<file path="src/rtl/imem_load_ctrl_pkg.sv">
// Shared types and defaults for the instruction-memory load controller.
// States, command bytes and sizing helpers.
package imem_load_ctrl_pkg;

  localparam int NB_ADDR_DEF = 8;
  localparam int NB_DATA_DEF = 32;
  localparam int NB_BYTE     = 8;

  localparam logic [7:0] CMD_LOAD_DEF = 8'h4C;
  localparam logic [7:0] CMD_RUN_DEF  = 8'h52;
  localparam logic [7:0] CMD_STEP_DEF = 8'h53;
  localparam logic [7:0] CMD_HALT_DEF = 8'h48;

  typedef enum logic [2:0] {
    ST_IDLE      = 3'd0,
    ST_LOAD_CNT  = 3'd1,
    ST_LOAD_WORD = 3'd2,
    ST_RUN       = 3'd3,
    ST_STEP      = 3'd4
  } state_e;

  function automatic logic [31:0] depth_words(input int nb_addr);
    return 32'(1) << (nb_addr - 2);
  endfunction

endpackage

</file>
<file path="src/rtl/imem_load_ctrl_if.sv">
// Byte-stream, memory-write and run-control bundle of the load controller.
// slave = controller side, master = environment side.
interface imem_load_ctrl_if;

  logic        i_rx_valid;
  logic [7:0]  i_rx_byte;
  logic        i_pipe_halted;
  logic        o_we;
  logic [31:0] o_inst_addr;
  logic [31:0] o_instr_data;
  logic        o_halt;
  logic        o_done;
  logic        o_err;
  logic [2:0]  o_state;

  modport slave (
    input  i_rx_valid,
    input  i_rx_byte,
    input  i_pipe_halted,
    output o_we,
    output o_inst_addr,
    output o_instr_data,
    output o_halt,
    output o_done,
    output o_err,
    output o_state
  );

  modport master (
    output i_rx_valid,
    output i_rx_byte,
    output i_pipe_halted,
    input  o_we,
    input  o_inst_addr,
    input  o_instr_data,
    input  o_halt,
    input  o_done,
    input  o_err,
    input  o_state
  );

endinterface

</file>
<file path="src/rtl/imem_load_ctrl_byte_packer.sv">
// Packs a little-endian byte stream into 32-bit words.
// o_word/o_word_vld are valid in the cycle of the 4th byte.
module imem_load_ctrl_byte_packer
  import imem_load_ctrl_pkg::*;
(
  input  logic               clk,
  input  logic               i_rst_n,
  input  logic               i_clr,
  input  logic               i_vld,
  input  logic [NB_BYTE-1:0] i_byte,
  output logic               o_word_vld,
  output logic [31:0]        o_word
);

  logic [1:0]  idx_q, idx_d;
  logic [31:0] sr_q, sr_d;

  always_comb begin
    idx_d = idx_q;
    sr_d  = sr_q;
    if (i_clr) begin
      idx_d = '0;
      sr_d  = '0;
    end else if (i_vld) begin
      idx_d = idx_q + 2'd1;
      sr_d  = {i_byte, sr_q[31:8]};
    end
  end

  always_ff @(posedge clk) begin
    if (!i_rst_n) begin
      idx_q <= '0;
      sr_q  <= '0;
    end else begin
      idx_q <= idx_d;
      sr_q  <= sr_d;
    end
  end

  assign o_word_vld = i_vld && !i_clr && (idx_q == 2'd3);
  assign o_word     = {i_byte, sr_q[31:8]};

endmodule

</file>
<file path="src/rtl/imem_load_ctrl.sv">
// Loads UART bytes into instruction memory and gates the pipeline halt:
// run until HALT retires, or single-step one cycle.
module imem_load_ctrl
  import imem_load_ctrl_pkg::*;
#(
  parameter int         NB_ADDR  = NB_ADDR_DEF,
  parameter int         NB_DATA  = NB_DATA_DEF,
  parameter logic [7:0] CMD_LOAD = CMD_LOAD_DEF,
  parameter logic [7:0] CMD_RUN  = CMD_RUN_DEF,
  parameter logic [7:0] CMD_STEP = CMD_STEP_DEF,
  parameter logic [7:0] CMD_HALT = CMD_HALT_DEF
) (
  input logic              clk,
  input logic              i_rst_n,
  imem_load_ctrl_if.slave  bus
);

  localparam int          CW    = NB_ADDR - 1;
  localparam logic [31:0] DEPTH = depth_words(NB_ADDR);

  state_e               state_q, state_d;
  logic [CW-1:0]        cnt_q, cnt_d;
  logic [NB_ADDR-1:0]   addr_q, addr_d;
  logic                 we_q, we_d;
  logic [31:0]          wa_q, wa_d;
  logic [NB_DATA-1:0]   data_q, data_d;
  logic                 halt_q, halt_d;
  logic                 done_q, done_d;
  logic                 err_q, err_d;

  logic        pk_vld;
  logic [31:0] pk_word;

  // Packer only holds bytes while a load is in progress.
  imem_load_ctrl_byte_packer u_packer (
    .clk       (clk),
    .i_rst_n   (i_rst_n),
    .i_clr     (state_q != ST_LOAD_WORD),
    .i_vld     (bus.i_rx_valid),
    .i_byte    (bus.i_rx_byte),
    .o_word_vld(pk_vld),
    .o_word    (pk_word)
  );

  logic        rx;
  logic [31:0] n_ext;
  logic        n_bad;
  logic        is_load, is_run, is_step, is_halt;

  assign rx      = bus.i_rx_valid;
  assign n_ext   = {24'd0, bus.i_rx_byte};
  assign n_bad   = (n_ext == 32'd0) || (n_ext > DEPTH);
  assign is_load = rx && (bus.i_rx_byte == CMD_LOAD);
  assign is_run  = rx && (bus.i_rx_byte == CMD_RUN);
  assign is_step = rx && (bus.i_rx_byte == CMD_STEP);
  assign is_halt = rx && (bus.i_rx_byte == CMD_HALT);

  always_comb begin
    state_d = state_q;
    cnt_d   = cnt_q;
    addr_d  = addr_q;
    we_d    = 1'b0;
    wa_d    = wa_q;
    data_d  = data_q;
    halt_d  = 1'b1;
    done_d  = 1'b0;
    err_d   = 1'b0;
    unique case (state_q)
      ST_IDLE: begin
        unique case (1'b1)
          is_load: state_d = ST_LOAD_CNT;
          is_run:  state_d = ST_RUN;
          is_step: state_d = ST_STEP;
          default: ;
        endcase
      end
      ST_LOAD_CNT: begin
        if (rx) begin
          if (n_bad) begin
            err_d   = 1'b1;
            state_d = ST_IDLE;
          end else begin
            cnt_d   = CW'(bus.i_rx_byte);
            addr_d  = '0;
            state_d = ST_LOAD_WORD;
          end
        end
      end
      ST_LOAD_WORD: begin
        if (pk_vld) begin
          we_d   = 1'b1;
          wa_d   = 32'(addr_q);
          data_d = NB_DATA'(pk_word);
          addr_d = addr_q + NB_ADDR'(4);
          cnt_d  = cnt_q - CW'(1);
          if (cnt_q == CW'(1)) begin
            done_d  = 1'b1;
            state_d = ST_IDLE;
          end
        end
      end
      ST_RUN: begin
        halt_d = 1'b0;
        // Either stop source ends the run; one done pulse even if both fire.
        if (bus.i_pipe_halted || is_halt) begin
          halt_d  = 1'b1;
          done_d  = 1'b1;
          state_d = ST_IDLE;
        end
      end
      ST_STEP: begin
        halt_d  = 1'b0;
        state_d = ST_IDLE;
      end
      default: state_d = ST_IDLE;
    endcase
  end

  always_ff @(posedge clk) begin
    if (!i_rst_n) begin
      state_q <= ST_IDLE;
      cnt_q   <= '0;
      addr_q  <= '0;
      we_q    <= 1'b0;
      wa_q    <= '0;
      data_q  <= '0;
      halt_q  <= 1'b1;
      done_q  <= 1'b0;
      err_q   <= 1'b0;
    end else begin
      state_q <= state_d;
      cnt_q   <= cnt_d;
      addr_q  <= addr_d;
      we_q    <= we_d;
      wa_q    <= wa_d;
      data_q  <= data_d;
      halt_q  <= halt_d;
      done_q  <= done_d;
      err_q   <= err_d;
    end
  end

  assign bus.o_we         = we_q;
  assign bus.o_inst_addr  = wa_q;
  assign bus.o_instr_data = 32'(data_q);
  assign bus.o_halt       = halt_q;
  assign bus.o_done       = done_q;
  assign bus.o_err        = err_q;
  assign bus.o_state      = state_q;

endmodule
</file>
<file path="src/flat_wrapper.sv">
// flat-port wrapper written by rule: the top's interface ports become plain ports
module imem_load_ctrl_flat import imem_load_ctrl_pkg::*;
#(
  parameter int         NB_ADDR  = NB_ADDR_DEF,
  parameter int         NB_DATA  = NB_DATA_DEF,
  parameter logic [7:0] CMD_LOAD = CMD_LOAD_DEF,
  parameter logic [7:0] CMD_RUN  = CMD_RUN_DEF,
  parameter logic [7:0] CMD_STEP = CMD_STEP_DEF,
  parameter logic [7:0] CMD_HALT = CMD_HALT_DEF
)
  (clk, i_rst_n, bus_i_rx_valid, bus_i_rx_byte, bus_i_pipe_halted, bus_o_we, bus_o_inst_addr, bus_o_instr_data, bus_o_halt, bus_o_done, bus_o_err, bus_o_state);
  imem_load_ctrl_if bus_i ();
  input logic clk;
  input logic i_rst_n;
  input wire logic [$bits(bus_i.i_rx_valid)-1:0] bus_i_rx_valid;
  input wire logic [$bits(bus_i.i_rx_byte)-1:0] bus_i_rx_byte;
  input wire logic [$bits(bus_i.i_pipe_halted)-1:0] bus_i_pipe_halted;
  output wire logic [$bits(bus_i.o_we)-1:0] bus_o_we;
  output wire logic [$bits(bus_i.o_inst_addr)-1:0] bus_o_inst_addr;
  output wire logic [$bits(bus_i.o_instr_data)-1:0] bus_o_instr_data;
  output wire logic [$bits(bus_i.o_halt)-1:0] bus_o_halt;
  output wire logic [$bits(bus_i.o_done)-1:0] bus_o_done;
  output wire logic [$bits(bus_i.o_err)-1:0] bus_o_err;
  output wire logic [$bits(bus_i.o_state)-1:0] bus_o_state;
  assign bus_i.i_rx_valid = bus_i_rx_valid;
  assign bus_i.i_rx_byte = bus_i_rx_byte;
  assign bus_i.i_pipe_halted = bus_i_pipe_halted;
  assign bus_o_we = bus_i.o_we;
  assign bus_o_inst_addr = bus_i.o_inst_addr;
  assign bus_o_instr_data = bus_i.o_instr_data;
  assign bus_o_halt = bus_i.o_halt;
  assign bus_o_done = bus_i.o_done;
  assign bus_o_err = bus_i.o_err;
  assign bus_o_state = bus_i.o_state;
  imem_load_ctrl #(.NB_ADDR(NB_ADDR), .NB_DATA(NB_DATA), .CMD_LOAD(CMD_LOAD), .CMD_RUN(CMD_RUN), .CMD_STEP(CMD_STEP), .CMD_HALT(CMD_HALT)) u_core (.clk(clk), .i_rst_n(i_rst_n), .bus(bus_i));
endmodule
</file>
<file path="config.mk">
export PLATFORM = sky130hd
export DESIGN_NAME = imem_load_ctrl_flat
export DESIGN_NICKNAME = d
export VERILOG_FILES = /design/src/rtl/imem_load_ctrl_pkg.sv /design/src/rtl/imem_load_ctrl_if.sv /design/src/rtl/imem_load_ctrl_byte_packer.sv /design/src/rtl/imem_load_ctrl.sv /design/src/flat_wrapper.sv
export SDC_FILE = /design/constraint.sdc
export NUM_CORES = 1
export LEC_CHECK = 0
export ABC_AREA = 1
export BUFFER_PORTS_ARGS = -buffer_cell sky130_fd_sc_hd__buf_2
export CORE_ASPECT_RATIO = 0.7
export CORE_UTILIZATION = 45
export CTS_CLUSTER_DIAMETER = 40
export DETAILED_ROUTE_END_ITERATION = 7
export GPL_ROUTABILITY_DRIVEN = 0
export MAX_ROUTING_LAYER = met4
export PLACE_DENSITY = 0.71
export SLEW_MARGIN = 25
export SYNTH_ARGS = -nofsm -noshare
export SYNTH_HDL_FRONTEND = slang
export SYNTH_SLANG_ARGS = --single-unit
</file>
<file path="constraint.sdc">
create_clock -name clk -period 1.2 [get_ports clk]
set_input_delay 0.06 -clock clk [delete_from_list [all_inputs] [get_ports clk]]
set_output_delay 0.06 -clock clk [all_outputs]
set_load 0.05 [all_outputs]
</file>
==> out/results.ini <==
[critical_path]
worstPathCellList = nor2_2 > and2_1 > nand3_1 > nand3_1 > o21ai_0 > nand2_4 > a21oi_2
crit_family = simple AND/OR/NAND/NOR gates
crit_path_end_kind = flop
crit_path_max_fanout = 3
critical_path_class = flop to flop
worstPathRequired_ns = 1.40
cp_slowest_cell = dfxtp_1
cp-start-kind = flop
cp.buffers_inverters = 0
arrival_ns = 1.67
cpPeakStageDelay_ns = 0.32
cp_common_cell = nand3_1

[floorplanning]
die_y_um = 78.10
die-area_um2 = 8646
start_util_pct = 46.89
die_w_um = 110.7
fp.coreArea_um2 = 7939
core.rowCount = 27
pin_count = 83

[detailed_routing]
routed_wl_um = 10970
drtPass1Iterations = 5
vias = 3763
ant_nets = 0
wl_per_cell_um = 14.99
drt_iter0_markers = 254
via_per_inst = 5.141
drc = 0

[synth]
synth_top_area_share_pct = 45.18
async_flop_share_pct = 0
ys.flop_type = dfxtp_1
synth.most_common_cell = nand2_1
syn_area_um2 = 3722
syn_avg_cell_area_um2 = 7.313
yosysWarnings = 0
synthCells = 509
seq_area_frac_synth_pct = 45.18
synth_edf_count = 0
yosys-top-cells-count = 101 x nand2_1, 89 x nor2_1, 84 x dfxtp_1
ys_ff_latch = 84
ys_top_cells_by_area = dfxtp_1 45%, nand2_1 10%, nor2_1 9.0%
ys_types = 29
synth_top_cell_by_area = dfxtp_1

[run_status]
failed_checks = setup timing
status = finished with violations

[layout]
multi_input_area_um2 = 2032
drive_gt1_share_pct = 40.10
fin_nets = 642
area_growth_pct = 43.56
fill_cells = 629
regArea_um2 = 1700
diodes = 0
fin_util_pct = 67.31

[sta]
slew_viol_final = 0
setup_violations = 82
slew_headroom_pct = 60.10
tightest_slew_ns = 0.5978
min_period_ns = 1.463
fin_skew_ns = 0.004631
min_period_over_period_pct = 121.9
setup_ws_ns = -0.2626
finalSetupTns_ns = -9.394
final_hold_viol_count = 0
rsz0062_at_grt = true
clock.fmax_ghz = 0.6837

[hold_path]
hold_path.class = primary input to flop

[cts]
clkTransAtPathRegs_ns = 0.06
cts_root_buf = clkbuf_16
cts_max_path_buffers = 2
clock_sinks = 84
insertion_delay_ns = 0.34
cts_tree = yes
htree_levels = 3
cts_buffers = 9

[pwr]
leakage_uw = 0.002396
powerDensity_nw_per_um2 = 1366
ir_worst_vdd_v = 0.0009248

[job]
drv_cap = 0

[place]
dp_hpwl_um = 6974
io_buffers = 56

[grt]
antenna_found_initial = 0
grt_first_pass_wirelength_um = 15880
first_global_vias = 3288
grt.overflow.total = 0
grt_usage_pct = 23.79
grt_start_max_net_pins = 29

[power by group]
| part | internal (uW) | switching [uW] | total, uW |
|---|---|---|---|
| sequential | 2870 | 82.0 | 2950 |
| clock | 1450 | 1100 | 2560 |
| combinational | 626 | 1170 | 1790 |
| total | 4950 | 2350 | 7300 |
[repair_timing]
action	CTS	global route
endpoints found under the hold margin	1	0
pin swaps	13	18
hold buffers	1	0
setup endpoints to repair	82	82
buffers inserted	3	4
resized for setup	37	86
gates cloned	0	7
[layout make-up]
class	instances	share of cell area, %
inverter	31	2.412
tap	101	2.365
clock buffer	12	4.612
multi-input combinational	368	38.02
timing repair buffer	132	20.32
clock inverter	4	0.4449
sequential	84	31.82
[worst paths after layout]
| kind | endpoint | depth (start not counted) | startpoint | slack [ns] |
|---|---|---|---|---|
| worst max-delay path | u_core.cnt_q[6]$_SDFFE_PN0P_ | 7 | u_core.cnt_q[2]$_SDFFE_PN0P_ | -0.26 |
| worst min-delay path | u_core.u_packer.sr_q[30]$_SDFFE_PN0P_ | 3 | bus_i_rx_byte[6] | 0.02 |
| worst max register to register | u_core.cnt_q[6]$_SDFFE_PN0P_ | 7 | u_core.cnt_q[2]$_SDFFE_PN0P_ | -0.26 |
| worst min register to register | u_core.u_packer.sr_q[14]$_SDFFE_PN0P_ | 2 | u_core.u_packer.sr_q[14]$_SDFFE_PN0P_ | 0.46 |
[routing by layer]
| layer | track usage (%) | share of wire [%] | vias to the layer above |
|---|---|---|---|
| met4 | 6.267 | 1.2 | 0 |
| met3 | 5.714 | 7.8 | 14 |
| met1 | 32.87 | 46 | 1763 |
| met2 | 34.84 | 45 | 165 |
| li1 | - | - | 1821 |
| met5 | - | 0 | - |
[flip-flops by register name (all words and copies together), names as in the netlist]
name,flops
u_core.addr_q,6
u_core.bus.o_done,1
u_core.bus.o_err,1
u_core.bus.o_halt,1
u_core.bus.o_inst_addr,6
u_core.bus.o_instr_data,32
u_core.bus.o_state,3
u_core.bus.o_we,1
u_core.cnt_q,7
u_core.u_packer.idx_q,2
u_core.u_packer.sr_q,24
[stage by stage]
step / std cells / power, uW / instance area, um2 / hold slack (ns) / setup slack (ns)
2_1_floorplan: 534 / 4074 / 3874 / 0.1880 / -0.2533
3_3_place_gp: 702 / 4540 / 4487 / 0.3267 / -0.1613
3_5_place_dp: 702 / 4584 / 4487 / 0.3311 / -0.2275
4_1_cts: 722 / 7206 / 4917 / 0.02257 / -0.1734
5_1_grt: 732 / 7587 / 5344 / 0.03331 / -0.3330
6_report: 732 / 7298 / 5344 / 0.02456 / -0.2626
[layout by cell type (no fill, tap or decap), drive strengths merged]
cell / n
xor2: 1
xnor2: 1
clkinv: 2
o21ai: 47
dlygate4sd3: 1
nand4: 5
nand3: 27
nand2: 104
clkbuf: 17
dfxtp: 84
ha: 4
a21oi: 49
conb: 26
nor2: 95
o22ai: 2
and2: 2
nor3: 2
buf: 126
nor3b: 2
clkinvlp: 1
inv: 32
o211ai: 1
[worst reg2reg max path, delay by kind of cell, from the launching register on]
kind | cells | cell delay (ns)
and+or+nand+nor | 5 | 0.78
DFF | 1 | 0.32
AOI/OAI and AO/OA | 2 | 0.22
[logic make-up after synthesis]
family                   Yosys count  share of synthesized area [%]
AND/OR/NAND/NOR                  237                          26.72
AO/OA/AOI/OAI                     99                          14.25
flip-flops                        84                          45.18
buffers and inverters             82                          11.93
adder cells (fa/ha/maj)            4                          1.345
XOR/XNOR                           2                         0.4707
other                              1                         0.1007
Note: power is estimated with default switching activity, not from simulation.
